--- config.mk ---
export PLATFORM = sky130hd
export DESIGN_NAME = afe_cfg_regfile
export DESIGN_NICKNAME = d
export VERILOG_FILES = /design/src/rtl/afe_cfg_regfile_pkg.sv /design/src/rtl/afe_cfg_regfile_ch.sv /design/src/rtl/afe_cfg_regfile.sv
export SDC_FILE = /design/constraint.sdc
export NUM_CORES = 1
export LEC_CHECK = 0
export CAP_MARGIN = 10
export CORE_AREA = 2 2 245 247
export DETAILED_ROUTE_END_ITERATION = 6
export DIE_AREA = 0 0 247 249
export REMOVE_ABC_BUFFERS = 1
export SYNTH_ARGS = -nofsm -noshare
export SYNTH_HDL_FRONTEND = slang
export SYNTH_SLANG_ARGS = --single-unit
export TNS_END_PERCENT = 100
--- constraint.sdc ---
create_clock -name clk_i -period 2.65 [get_ports clk_i]
set_input_delay 0.3975 -clock clk_i [delete_from_list [all_inputs] [get_ports clk_i]]
set_output_delay 0.3975 -clock clk_i [all_outputs]
set_load 0.005 [all_outputs]
--- src/rtl/afe_cfg_regfile_pkg.sv ---
// afe_cfg_regfile_pkg: shared register map, bit positions and reset constants
// for the AFE configuration register file. Optional build macro in the
// design: AFE_CFG_SHADOW_EN (double-buffered start address / size).
package afe_cfg_regfile_pkg;

    // Per-channel register offsets (cfg_addr_i[2:0])
    typedef enum logic [2:0] {
        REG_SADDR    = 3'd0,
        REG_SIZE     = 3'd1,
        REG_CFG      = 3'd2,
        REG_STATUS   = 3'd3,
        REG_CURRADDR = 3'd4,
        REG_BYTELEFT = 3'd5,
        REG_SH_SADDR = 3'd6,
        REG_SH_SIZE  = 3'd7
    } ch_reg_e;

    // Global-space register offsets
    typedef enum logic [2:0] {
        GREG_IRQ_MASK = 3'd0,
        GREG_IRQ_PEND = 3'd1
    } glob_reg_e;

    // Channel/space index of the global register space
    localparam logic [4:0] GLOBAL_SPACE = 5'd30;

    // CFG register bit positions
    localparam int unsigned CFG_CONT_BIT = 0;
    localparam int unsigned CFG_DS_LSB   = 1;
    localparam int unsigned CFG_EN_BIT   = 4;
    localparam int unsigned CFG_CLR_BIT  = 5;
    localparam int unsigned CFG_CHID_LSB = 24;

    // STATUS register bit positions
    localparam int unsigned STATUS_DONE_BIT   = 0;
    localparam int unsigned STATUS_OVF_BIT    = 1;
    localparam int unsigned STATUS_RELOAD_BIT = 2;

    // Datasize after reset (32-bit samples)
    localparam logic [1:0] DATASIZE_RST = 2'b10;

endpackage

--- src/rtl/afe_cfg_regfile_ch.sv ---
// afe_cfg_regfile_ch: configuration, sticky status and (with
// AFE_CFG_SHADOW_EN) shadow start address/size for one L2 channel.
// Produces a combinational readback word for the register selected by
// reg_sel; the top level registers it.
module afe_cfg_regfile_ch
    import afe_cfg_regfile_pkg::*;
#(
    parameter int unsigned AWIDTH     = 12,
    parameter int unsigned TSIZE      = 16,
    parameter int unsigned CHID_WIDTH = 4
) (
    input  logic                  clk_i,
    input  logic                  rst_ni,
    input  logic                  wr_en,
    input  logic [2:0]            reg_sel,
    input  logic [31:0]           wdata,
    input  logic                  busy,
    input  logic                  done,
    input  logic                  ovf,
    input  logic [AWIDTH-1:0]     curr_addr,
    input  logic [TSIZE-1:0]      bytes_left,
    output logic [AWIDTH-1:0]     startaddr,
    output logic [TSIZE-1:0]      size,
    output logic [1:0]            datasize,
    output logic                  continuous,
    output logic [CHID_WIDTH-1:0] chid,
    output logic                  en_pulse,
    output logic                  clr_pulse,
    output logic                  pending,
    output logic [31:0]           rdata
);

    logic wr_saddr;
    logic wr_size;
    logic wr_cfg;
    logic wr_status;
    logic done_st;
    logic ovf_st;
    logic reload_pend;

    // Not every write-data bit lands in a register of this slice
    logic unused_wdata;
    assign unused_wdata = ^wdata;

    assign wr_saddr  = wr_en && (reg_sel == REG_SADDR);
    assign wr_size   = wr_en && (reg_sel == REG_SIZE);
    assign wr_cfg    = wr_en && (reg_sel == REG_CFG);
    assign wr_status = wr_en && (reg_sel == REG_STATUS);

`ifdef AFE_CFG_SHADOW_EN
    logic [AWIDTH-1:0] sh_saddr;
    logic [TSIZE-1:0]  sh_size;
    logic              wr_shadow;
    logic              reload;

    assign wr_shadow = wr_en && ((reg_sel == REG_SH_SADDR) || (reg_sel == REG_SH_SIZE));
    // Old shadow contents are applied; a coinciding shadow write re-arms below
    assign reload    = done && continuous && reload_pend;

    // Shadow storage and reload bookkeeping
    always_ff @(posedge clk_i or negedge rst_ni) begin
        if (!rst_ni) begin
            sh_saddr    <= '0;
            sh_size     <= '0;
            reload_pend <= 1'b0;
        end else begin
            // Shadow values are aligned like the active ones they replace
            if (wr_en && (reg_sel == REG_SH_SADDR)) sh_saddr <= {wdata[AWIDTH-1:2], 2'b00};
            if (wr_en && (reg_sel == REG_SH_SIZE))  sh_size  <= {wdata[TSIZE-1:2], 2'b00};
            if (wr_shadow)   reload_pend <= 1'b1;
            else if (reload) reload_pend <= 1'b0;
        end
    end
`else
    assign reload_pend = 1'b0;
`endif

    // Active start address and size: shadow reload, then direct bus writes
    always_ff @(posedge clk_i or negedge rst_ni) begin
        if (!rst_ni) begin
            startaddr <= '0;
            size      <= '0;
        end else begin
`ifdef AFE_CFG_SHADOW_EN
            if (reload) begin
                startaddr <= sh_saddr;
                size      <= sh_size;
            end
`endif
            // NOTE: with non-blocking assignments the last one executed in the
            // block wins, so a direct bus write overrides a coinciding reload.
            if (wr_saddr) startaddr <= {wdata[AWIDTH-1:2], 2'b00};
            if (wr_size)  size      <= {wdata[TSIZE-1:2], 2'b00};
        end
    end

    // Static transfer configuration fields from CFG
    always_ff @(posedge clk_i or negedge rst_ni) begin
        if (!rst_ni) begin
            continuous <= 1'b0;
            datasize   <= DATASIZE_RST;
            chid       <= '0;
        end else if (wr_cfg) begin
            continuous <= wdata[CFG_CONT_BIT];
            datasize   <= wdata[CFG_DS_LSB +: 2];
            chid       <= wdata[CFG_CHID_LSB +: CHID_WIDTH];
        end
    end

    // Enable/clear strobes: high for the single cycle after a CFG write
    always_ff @(posedge clk_i or negedge rst_ni) begin
        if (!rst_ni) begin
            en_pulse  <= 1'b0;
            clr_pulse <= 1'b0;
        end else begin
            // NOTE: sequential state uses non-blocking assignments so every
            // register samples the pre-edge values regardless of block order.
            en_pulse  <= wr_cfg && wdata[CFG_EN_BIT];
            clr_pulse <= wr_cfg && wdata[CFG_CLR_BIT];
        end
    end

    // Sticky event status: set by the event pulse, write-1-to-clear, set wins
    always_ff @(posedge clk_i or negedge rst_ni) begin
        if (!rst_ni) begin
            done_st <= 1'b0;
            ovf_st  <= 1'b0;
        end else begin
            done_st <= done | (done_st & ~(wr_status & wdata[STATUS_DONE_BIT]));
            ovf_st  <= ovf  | (ovf_st  & ~(wr_status & wdata[STATUS_OVF_BIT]));
        end
    end

    assign pending = done_st | ovf_st | reload_pend;

    // Readback word for the selected register
    always_comb begin
        // NOTE: default every output first so no path through the case
        // leaves it unassigned and infers a latch.
        rdata = '0;
        case (reg_sel)
            REG_SADDR: rdata = 32'(startaddr);
            REG_SIZE:  rdata = 32'(size);
            REG_CFG: begin
                rdata[CFG_CONT_BIT]                 = continuous;
                rdata[CFG_DS_LSB +: 2]              = datasize;
                rdata[CFG_EN_BIT]                   = busy;
                rdata[CFG_CHID_LSB +: CHID_WIDTH]   = chid;
            end
            REG_STATUS: begin
                rdata[STATUS_DONE_BIT]   = done_st;
                rdata[STATUS_OVF_BIT]    = ovf_st;
                rdata[STATUS_RELOAD_BIT] = reload_pend;
            end
            REG_CURRADDR: rdata = 32'(curr_addr);
            REG_BYTELEFT: rdata = 32'(bytes_left);
`ifdef AFE_CFG_SHADOW_EN
            REG_SH_SADDR: rdata = 32'(sh_saddr);
            REG_SH_SIZE:  rdata = 32'(sh_size);
`endif
            default: rdata = '0;
        endcase
    end

endmodule

--- src/rtl/afe_cfg_regfile.sv ---
// afe_cfg_regfile: config-bus register file for the AFE L2 channels.
// Decodes the bus address, instantiates one afe_cfg_regfile_ch slice per
// channel, holds the global IRQ mask, the registered read port and irq_o.
// Optional build macro: AFE_CFG_SHADOW_EN (shadow start address / size).
module afe_cfg_regfile
    import afe_cfg_regfile_pkg::*;
#(
    parameter int unsigned L2_NUM_CHS     = 8,
    parameter int unsigned L2_AWIDTH_NOAL = 12,
    parameter int unsigned L2_TRANS_SIZE  = 16,
    parameter int unsigned AFE_CHID_WIDTH = 4
) (
    input  logic                                   clk_i,
    input  logic                                   rst_ni,
    input  logic [31:0]                            cfg_wdata_i,
    input  logic [10:0]                            cfg_addr_i,
    input  logic                                   cfg_valid_i,
    input  logic                                   cfg_rwn_i,
    output logic                                   cfg_ready_o,
    output logic [31:0]                            cfg_rdata_o,
    output logic                                   cfg_rvalid_o,
    output logic [L2_NUM_CHS*L2_AWIDTH_NOAL-1:0]   cfg_l2_startaddr_o,
    output logic [L2_NUM_CHS*L2_TRANS_SIZE-1:0]    cfg_l2_size_o,
    output logic [L2_NUM_CHS*2-1:0]                cfg_l2_datasize_o,
    output logic [L2_NUM_CHS-1:0]                  cfg_l2_continuous_o,
    output logic [L2_NUM_CHS*AFE_CHID_WIDTH-1:0]   cfg_l2_chid_o,
    output logic [L2_NUM_CHS-1:0]                  cfg_l2_en_o,
    output logic [L2_NUM_CHS-1:0]                  cfg_l2_clr_o,
    input  logic [L2_NUM_CHS-1:0]                  cfg_l2_en_i,
    input  logic [L2_NUM_CHS-1:0]                  cfg_l2_done_i,
    input  logic [L2_NUM_CHS-1:0]                  cfg_l2_ovf_i,
    input  logic [L2_NUM_CHS*L2_AWIDTH_NOAL-1:0]   cfg_l2_curr_addr_i,
    input  logic [L2_NUM_CHS*L2_TRANS_SIZE-1:0]    cfg_l2_bytes_left_i,
    output logic                                   irq_o
);

    logic [4:0]            sel_space;
    logic [2:0]            sel_reg;
    logic                  wr_req;
    logic                  rd_req;
    logic [31:0]           ch_rdata [L2_NUM_CHS];
    logic [L2_NUM_CHS-1:0] ch_pending;
    logic [L2_NUM_CHS-1:0] irq_mask;
    logic [31:0]           rd_word;

    // Address bits above the channel field are not decoded
    logic unused_addr_hi;
    assign unused_addr_hi = ^cfg_addr_i[10:8];

    assign cfg_ready_o = 1'b1;
    assign sel_space   = cfg_addr_i[7:3];
    assign sel_reg     = cfg_addr_i[2:0];
    assign wr_req      = cfg_valid_i && !cfg_rwn_i;
    assign rd_req      = cfg_valid_i &&  cfg_rwn_i;

    for (genvar c = 0; c < L2_NUM_CHS; c++) begin : g_ch
        afe_cfg_regfile_ch #(
            .AWIDTH     (L2_AWIDTH_NOAL),
            .TSIZE      (L2_TRANS_SIZE),
            .CHID_WIDTH (AFE_CHID_WIDTH)
        ) u_ch (
            .clk_i      (clk_i),
            .rst_ni     (rst_ni),
            .wr_en      (wr_req && (sel_space == 5'(c))),
            .reg_sel    (sel_reg),
            .wdata      (cfg_wdata_i),
            .busy       (cfg_l2_en_i[c]),
            .done       (cfg_l2_done_i[c]),
            .ovf        (cfg_l2_ovf_i[c]),
            .curr_addr  (cfg_l2_curr_addr_i[c*L2_AWIDTH_NOAL +: L2_AWIDTH_NOAL]),
            .bytes_left (cfg_l2_bytes_left_i[c*L2_TRANS_SIZE +: L2_TRANS_SIZE]),
            .startaddr  (cfg_l2_startaddr_o[c*L2_AWIDTH_NOAL +: L2_AWIDTH_NOAL]),
            .size       (cfg_l2_size_o[c*L2_TRANS_SIZE +: L2_TRANS_SIZE]),
            .datasize   (cfg_l2_datasize_o[c*2 +: 2]),
            .continuous (cfg_l2_continuous_o[c]),
            .chid       (cfg_l2_chid_o[c*AFE_CHID_WIDTH +: AFE_CHID_WIDTH]),
            .en_pulse   (cfg_l2_en_o[c]),
            .clr_pulse  (cfg_l2_clr_o[c]),
            .pending    (ch_pending[c]),
            .rdata      (ch_rdata[c])
        );
    end

    // Global IRQ mask register
    always_ff @(posedge clk_i or negedge rst_ni) begin
        if (!rst_ni) begin
            irq_mask <= '0;
        end else if (wr_req && (sel_space == GLOBAL_SPACE) && (sel_reg == GREG_IRQ_MASK)) begin
            irq_mask <= cfg_wdata_i[L2_NUM_CHS-1:0];
        end
    end

    // Registered interrupt: any pending channel that is unmasked
    always_ff @(posedge clk_i or negedge rst_ni) begin
        if (!rst_ni) irq_o <= 1'b0;
        else         irq_o <= |(ch_pending & irq_mask);
    end

    // Read mux across channel slices and the global space; unmapped reads 0
    always_comb begin
        rd_word = '0;
        if (sel_space == GLOBAL_SPACE) begin
            case (sel_reg)
                GREG_IRQ_MASK: rd_word = 32'(irq_mask);
                GREG_IRQ_PEND: rd_word = 32'(ch_pending);
                default:       rd_word = '0;
            endcase
        end else begin
            for (int c = 0; c < L2_NUM_CHS; c++) begin
                if (sel_space == 5'(c)) rd_word = ch_rdata[c];
            end
        end
    end

    // Read data register: captured on an accepted read, held otherwise
    always_ff @(posedge clk_i or negedge rst_ni) begin
        if (!rst_ni) begin
            cfg_rdata_o  <= '0;
            cfg_rvalid_o <= 1'b0;
        end else begin
            cfg_rvalid_o <= rd_req;
            if (rd_req) cfg_rdata_o <= rd_word;
        end
    end

endmodule

# Word level (Yosys, flattened, before mapping)

Cells that the tools add are included.

Add/sub/neg operators: 0
$mul: 0
Div/mod/pow operators: 0
Order comparisons: 0
Equal/unequal tests: 13
Shift-type cells: 0
Multiplexer cells: 50
Bitwise operators: 73
Reduce and logical (&&, ||, !) cells: 64

Operators with widths:

| operator                                                        | number |
|---|---|
| 11-bit case mux with 4 select lines                             | 8 |
| 32-bit two-way mux                                              | 8 |
| 3-bit case mux with 6 select lines                              | 8 |
| 1-bit logical AND                                               | 60 |
| 1-bit case mux with 5 select lines                              | 8 |
| 1-bit bitwise AND                                               | 32 |
| 4-bit two-way mux                                               | 8 |
| 1-bit case mux with 4 select lines                              | 8 |
| 28-bit two-way mux                                              | 1 |
| 1-bit OR                                                        | 24 |
| 5-bit by 3-bit == test with 1-bit output, second input constant | 4 |
| 1-bit NOT                                                       | 16 |
| 8-bit case mux with 2 select lines                              | 1 |
| 5-bit by 2-bit == test with 1-bit output, second input constant | 2 |
| 8-bit bitwise AND                                               | 1 |
| 8-bit OR reduction                                              | 1 |
| 3-bit by 2-bit == test with 1-bit output, second input constant | 2 |
| 3-bit == test, second input constant                            | 2 |
| 5-bit by 1-bit == test with 1-bit output, second input constant | 1 |
| 5-bit == test, second input constant                            | 1 |
| 5-bit logical NOT                                               | 1 |
| 3-bit by 1-bit == test with 1-bit output, second input constant | 1 |
| 3-bit logical NOT                                               | 1 |
| 1-bit logical NOT                                               | 1 |

Register bits after elaboration: 322
Bits in latches: 0
RAM bits: 0
Bits in read-only memories: 0
Input port bits: 295
Word-level logic and storage cells: 276
Memories: 0

# Logic depth before layout (Yosys ltp)

Depth in word-level cells: 11
Gate-level depth with buffers: 10

# Modules after synthesis

A second synthesis with hierarchy kept.

Cell total of the unflattened synthesis: 1,779
Area, all modules: 21,095.2 um^2

By module, submodules not included:

| module             | instances | cells an instance | area each (um^2) |
|---|---|---|---|
| afe_cfg_regfile_ch | 8         | 153               | 2,077.0 |
| afe_cfg_regfile    | 1         | 555               | 4,479.3 |

# Least setup slack after synthesis

No wires, ideal clock.

Kind: input to register
From: input cfg_addr_i[5]
To: register g_ch[3].u_ch.size[10]
Setup time: 0.125 ns
Data arrival time: 2.002 ns
Required time: 2.525 ns
Path slack: 0.524 ns
Cell stages on the path: 6
Buffers on the path: 2
Cells stage by stage: buf_4 > nor3_1 > nand3_2 > nor2_1 > buf_4 > mux2_2

Word-level cells in the longest chain between the ends: 3

Ends and longest elaborated chain:

| item                                     | RTL line                 | text |
|---|---|---|
| start: declaration                       | afe_cfg_regfile.sv:16    | `input logic [10:0] cfg_addr_i,` |
| 5-bit by 2-bit == test with 1-bit output | afe_cfg_regfile.sv:64    | `.wr_en (wr_req && (sel_space == 5'(c))),` |
| 1-bit logical AND                        | afe_cfg_regfile.sv:64    |  |
| 1-bit logical AND                        | afe_cfg_regfile_ch.sv:46 | `assign wr_size = wr_en && (reg_sel == REG_SIZE);` |
| end signal: assignment                   | afe_cfg_regfile_ch.sv:93 | `if (wr_size) size <= {wdata[TSIZE-1:2], 2'b00};` |
| end: declaration                         | afe_cfg_regfile_ch.sv:23 | `output logic [TSIZE-1:0] size,` |

No other way between the ends.
A chain may end at the register's enable or synchronous reset.

# Worst setup path after layout

From: input cfg_addr_i[5]
To: register cfg_rdata_o[4]

Word-level cells in the longest chain between the ends: 10

Ends and longest elaborated chain:

| item                            | RTL line               | text |
|---|---|---|
| 5-bit logical NOT               | afe_cfg_regfile.sv:110 | `if (sel_space == 5'(c)) rd_word = ch_rdata[c];` |
| 28-bit two-way mux              | afe_cfg_regfile.sv:110 |  |
| 32-bit two-way mux (7 in a row) | afe_cfg_regfile.sv:110 |  |
| 32-bit two-way mux (*)          | afe_cfg_regfile.sv:102 | `if (sel_space == GLOBAL_SPACE) begin` |
| end signal: assignment          | afe_cfg_regfile.sv:122 | `if (rd_req) cfg_rdata_o <= rd_word;` |
| end: declaration                | afe_cfg_regfile.sv:20  | `output logic [31:0] cfg_rdata_o,` |

Every way passes the cells marked *; elsewhere a longest branch is shown, timed or not.

==> impl_metrics.env <==
export IMPL_status="finished, final reports clean"
export IMPL_cap_violations=0
export IMPL_vias_per_cell=5.23
export IMPL_finalHoldViolCount=0
export IMPL_ir_drop_v=0.000345
export IMPL_grt_pass1_wl_mm=114
export IMPL_synth_top_area_share_pct=45.9
export IMPL_fillerInstances=5459
export IMPL_avgSynthCellArea_um2=12.7
export IMPL_overflow=0
export IMPL_clock_sinks=310
export IMPL_synthesis_area_mm2=0.0165
export IMPL_final_common_cell="clkdlybuf4s50_1"
export IMPL_worst_ep_required_time_ns=3.08
export IMPL_grt_pass1_vias=15124
export IMPL_worstPathArrival_ns=2.76
export IMPL_synthCells=1300
export IMPL_cts_tree="built"
export IMPL_grt_max_degree=88
export IMPL_final_nets=2268
export IMPL_wl_mm=81.3
export IMPL_die_w_um=247
export IMPL_ys_types=59
export IMPL_wl_per_cell_um=29.3
export IMPL_ys_warn_count=0
export IMPL_final_cell_mix="clkdlybuf4s50_1, dfrtp_1, mux2_2"
export IMPL_setup_viol_count_final=0
export IMPL_post_route_period_util_pct=88.2
export IMPL_start_util_pct=28.1
export IMPL_clk_pin_slew_ns=0.06
export IMPL_synth_top_area_cell="dfrtp_1"
export IMPL_fin_hold_ws_ns=0.398
export IMPL_slew_headroom_pct=45.8
export IMPL_antenna_found_initial=3
export IMPL_start_kind="primary input"
export IMPL_async_flop_share_pct=100
export IMPL_io_buffer_count=565
export IMPL_ioPinCount=626
export IMPL_areaGrowthSynthToFinish_pct=54.7
export IMPL_synth_area_leaders="dfrtp_1, mux2_2, mux4_2, buf_4, mux2i_1"
export IMPL_final_seq_area_mm2=0.00777
export IMPL_skew_ns=0.0185
export IMPL_core_mm2=0.0587
export IMPL_post_route_min_period_ns=2.34
export IMPL_multi_input_area_mm2=0.00796
export IMPL_cts_resized=0
export IMPL_cp_max_fo=5
export IMPL_finalCoreUtilization_pct=43.4
export IMPL_tightest_slew_ns=0.813
export IMPL_die_area_mm2=0.0615
export IMPL_ys_flop_type="dfrtp_1"
export IMPL_numCtsBuffers=38
export IMPL_cp_end_kind="flop"
export IMPL_rows=89
export IMPL_place_gp_congestion=0.940
export IMPL_powerDensity_mw_per_mm2=474
export IMPL_cts_root_buffer="clkbuf_16"
export IMPL_vias=14523
export IMPL_clock_fmax_mhz=428
export IMPL_p_leak_nw=11.1
export IMPL_drt_iter0_drc=1018
export IMPL_drcViolationCount=0
export IMPL_htreeDepth=2
export IMPL_layout_drive_gt1_share_pct=31.0
export IMPL_antenna_left=0
export IMPL_worstSetupPathType="primary input to flop"
export IMPL_grt_usage_pct=26.0
export IMPL_hp_class="primary input to flop"
export IMPL_clockBufferDepth=3
export IMPL_die_y_um=249
export IMPL_rsz0062_at_grt="false"
export IMPL_synth_edf_count=0
export IMPL_clk_latency_ns=0.56
export IMPL_synth_seq_cells=310
export IMPL_first_pass_iters=5
export IMPL_drv_slew=0
export IMPL_dp_hpwl_mm=63.6
export IMPL_seq_area_frac_synth_pct=47.1
[stage by stage]
step           total power (W)  worst slack, ns  area, µm²  TNS [ns]  instances
6_report                0.0121            0.314      25500         0       2776
5_1_grt                 0.0125            0.239      25500         0       2773
4_1_cts                 0.0122            0.359      25500         0       2773
3_5_place_dp           0.00694           -0.225      24200     -7.70       2705
3_3_place_gp           0.00692           -0.247      24200     -7.19       2705
2_1_floorplan          0.00552            0.293      15700         0       1185
[registers in the layout, summed over array words and instances (netlist names)]
name,flops
cfg_rdata_o,20
cfg_rvalid_o,1
g_ch.u_ch.chid,32
g_ch.u_ch.clr_pulse,8
g_ch.u_ch.continuous,8
g_ch.u_ch.datasize,16
g_ch.u_ch.done_st,8
g_ch.u_ch.en_pulse,8
g_ch.u_ch.ovf_st,8
g_ch.u_ch.size,112
g_ch.u_ch.startaddr,80
irq_mask,8
irq_o,1
[where the power goes]
part | internal [W] | switching [W]
combinational | 0.00103 | 0.000836
sequential | 0.00487 | 0.000125
clock | 0.00311 | 0.00212
[Yosys cell counts, types with 8 or more instances]
master / n
o21ai_0: 22
mux2i_1: 52
nand3_1: 14
o211ai_1: 8
clkbuf_1: 36
a21o_1: 21
a211oi_1: 8
buf_2: 38
mux4_2: 69
o22ai_1: 31
a21oi_1: 46
mux2_2: 262
nor2_1: 36
buf_4: 79
nor2_2: 8
a31oi_1: 8
dfrtp_1: 302
nand2_1: 65
a22oi_1: 56
dfstp_2: 8
and3_1: 21
nor3_1: 8
[timing repair]
| action | in CTS | in global routing |
|---|---|---|
| hold endpoints to repair | 71 | 0 |
| hold buffers | 1 | 0 |
| setup buffers | 0 | 0 |
[kinds of logic (layout without fill, tap and decap cells)]
| kind of cell | count (synthesis) | in the layout | synth area share [%] |
|---|---|---|---|
| compound gates | 241 | 241 | 10.0 |
| buf+inv | 162 | 819 | 5.88 |
| flops | 310 | 310 | 47.1 |
| mux | 386 | 386 | 30.7 |
| other cells | 2 | 48 | 0.0456 |
| simple gates | 199 | 199 | 6.23 |
[cell type report]
cell class              count  area share [%]
repair buffers            748            29.5
multi-input cells         871            31.2
clock inverters            12           0.388
diodes                      3          0.0295
well taps                 773            3.79
flip-flops and latches    310            30.5
clock buffers              55            4.51
inverters                   4          0.0589
[routing by layer]
metal | part of all wire [%] | vias to the layer above | wire, µm | track usage (%)
met4 | 1.9 | 2 | 1530 | 5.23
met2 | 49 | 727 | 39900 | 44.1
li1 | - | 6174 | - | -
met3 | 8.1 | 94 | 6560 | 5.76
met5 | 0.016 | - | 13 | 0
met1 | 41 | 7526 | 33300 | 33.9
[path summary, 6_finish.rpt]
kind                                            endpoint  slack [ns]                      start  depth (start not counted)
worst max register to register            cfg_rdata_o[4]        0.60  g_ch[0].u_ch.startaddr[4]                          7
worst max-delay path                      cfg_rdata_o[4]        0.31              cfg_addr_i[5]                          9
min in group asynchronous            g_ch[0].u_ch.ovf_st        0.50                     rst_ni                          2
worst min-delay path                      cfg_rdata_o[1]        0.40              cfg_addr_i[2]                          4
worst min register to register           cfg_rdata_o[13]        0.48            cfg_rdata_o[13]                          1
max in group asynchronous       g_ch[0].u_ch.datasize[1]        1.33                     rst_ni                          3
[critical path, cell delays in order]
cell             delay [ns]
clkdlybuf4s50_1        0.63
buf_4                  0.18
nor3_1                 0.05
buf_4                  0.15
nand2_1                0.32
buf_4                  0.22
o221ai_1               0.26
a21oi_1                0.43
o211ai_1               0.13
Note: power is estimated with default switching activity, not from simulation.
==> variant (config.mk and constraints unchanged) <==
`AFE_CHID_WIDTH`: 4 -> 3.
--- a/src/rtl/afe_cfg_regfile.sv
+++ b/src/rtl/afe_cfg_regfile.sv
@@ -8,7 +8,7 @@
     parameter int unsigned L2_NUM_CHS     = 8,
     parameter int unsigned L2_AWIDTH_NOAL = 12,
     parameter int unsigned L2_TRANS_SIZE  = 16,
-    parameter int unsigned AFE_CHID_WIDTH = 4
+    parameter int unsigned AFE_CHID_WIDTH = 3
 ) (
     input  logic                                   clk_i,
     input  logic                                   rst_ni,
Interface: changed (resized cfg_l2_chid_o); port bits go from 626 to 618. The function was not compared with the original's and may differ.
==> variant against the original RTL <==
Die area stayed put; core utilization down 0.79 points; wire length decreased by 3.0%; first-iteration DRC count decreased by 6.5%; area after synthesis fell by 1.9%; total power is 4.7% lower; clock power is 7.6% lower; final cell count down 0.18%; design area decreased by 1.8%; via count down 1.5%; maximum frequency is 1.4% lower; sequential cell count decreased by 9; worst setup slack got worse by 0.034 ns.
==> variant: results <==
metrics = {
    "route": {
        "route.met3.wl_um": 6050,
        "dr_wl_met2_um": 38600,
        "routedWlPerCell_um": 28.4,
        "wl_met1_um": 31600,
        "vias_per_cell": 5.16,
        "drt_iter0_markers": 952,
    },
    "grt": {
        "grtUsageMet3": 0.0599,
        "grtUsageTotal": 0.250,
        "grt_pass1_wl_um": 109000,
        "grtUsageMet2": 0.425,
        "met1_usage": 0.311,
    },
    "synth": {
        "muxShareOfSynthArea": 0.306,
        "postSynthAreaPerCell_sq_um": 12.5,
        "synthCells": 1292,
        "synth_compound_area_frac": 0.0974,
        "synth-seq-area-share": 0.466,
        "synthTopCellsByArea": "dfrtp_1, mux2_2, mux4_2, buf_4, mux2i_1",
        "yosys-top-cells-count": "dfrtp_1, mux2_2, buf_4",
    },
    "placement": {
        "place_ws_ns": -0.280,
        "dpl.cell_count": 2700,
        "placed_area_sq_mm": 0.0239,
        "io_buffers": 555,
        "hpwl_um": 62000,
    },
    "layout": {
        "num-fill-cells": 5590,
        "seq_share": 0.301,
        "clock_area_frac": 0.0456,
        "n_all_buffers": 753,
        "buffer_area_frac": 0.301,
        "final_cells": 2771,
        "multi_input_area_share": 0.312,
        "nets": 2261,
        "clkbuf_count": 52,
        "reg_top3": "g_ch.u_ch.size x112, g_ch.u_ch.startaddr x80, g_ch.u_ch.chid x24",
        "syn2layout_area_growth_pct": 54.8,
    },
    "critical_path": {
        "path_max_fanout": 12,
        "critPathMaxStageDelay_ns": 0.60,
        "critPathLaunch": "cfg_addr_i[6]",
        "cp_top_family": "simple AND/OR/NAND/NOR gates",
        "worstRegToRegCells": 4,
    },
    "timing": {
        "relSlewSlack": 0.337,
        "skew_ns": 0.0173,
        "fin_crit_ns": 2.37,
    },
    "run_status": {
        "status": "finished clean",
    },
    "hold_path": {
        "holdCritPathClass": "input pin to asynchronous set/reset pin",
    },
    "clocking": {
        "cts_sinks": 301,
    },
    "power": {
        "peakVddDrop_mv": 0.364,
    },
}
-- variant: how the worst min path moves through the flow --
stage | from | to | slack, ns | cells past startpoint
3_3_place_gp | rst_ni | g_ch[3].u_ch.chid[1]$_DFFE_PN0P_ | 0.40 | 1
2_1_floorplan | rst_ni | cfg_rdata_o[0]$_DFFE_PN0P_ | 0.10 | 0
6_report | rst_ni | g_ch[3].u_ch.chid[1]$_DFFE_PN0P_ | 0.41 | 2
3_5_place_dp | rst_ni | g_ch[3].u_ch.chid[1]$_DFFE_PN0P_ | 0.42 | 1
4_1_cts | cfg_l2_done_i[1] | g_ch[1].u_ch.done_st$_DFF_PN0_ | 0.40 | 2
5_1_grt | cfg_l2_done_i[1] | g_ch[1].u_ch.done_st$_DFF_PN0_ | 0.42 | 2
-- variant: repair_timing --
item,in CTS,in global routing
endpoints found under the hold margin,55,0
hold buffers,1,0
resized for setup,0,0
-- variant: power breakdown --
group          internal (uW)  switching, uW
clock                   2800           2030
combinational           1020            833
sequential              4720            118
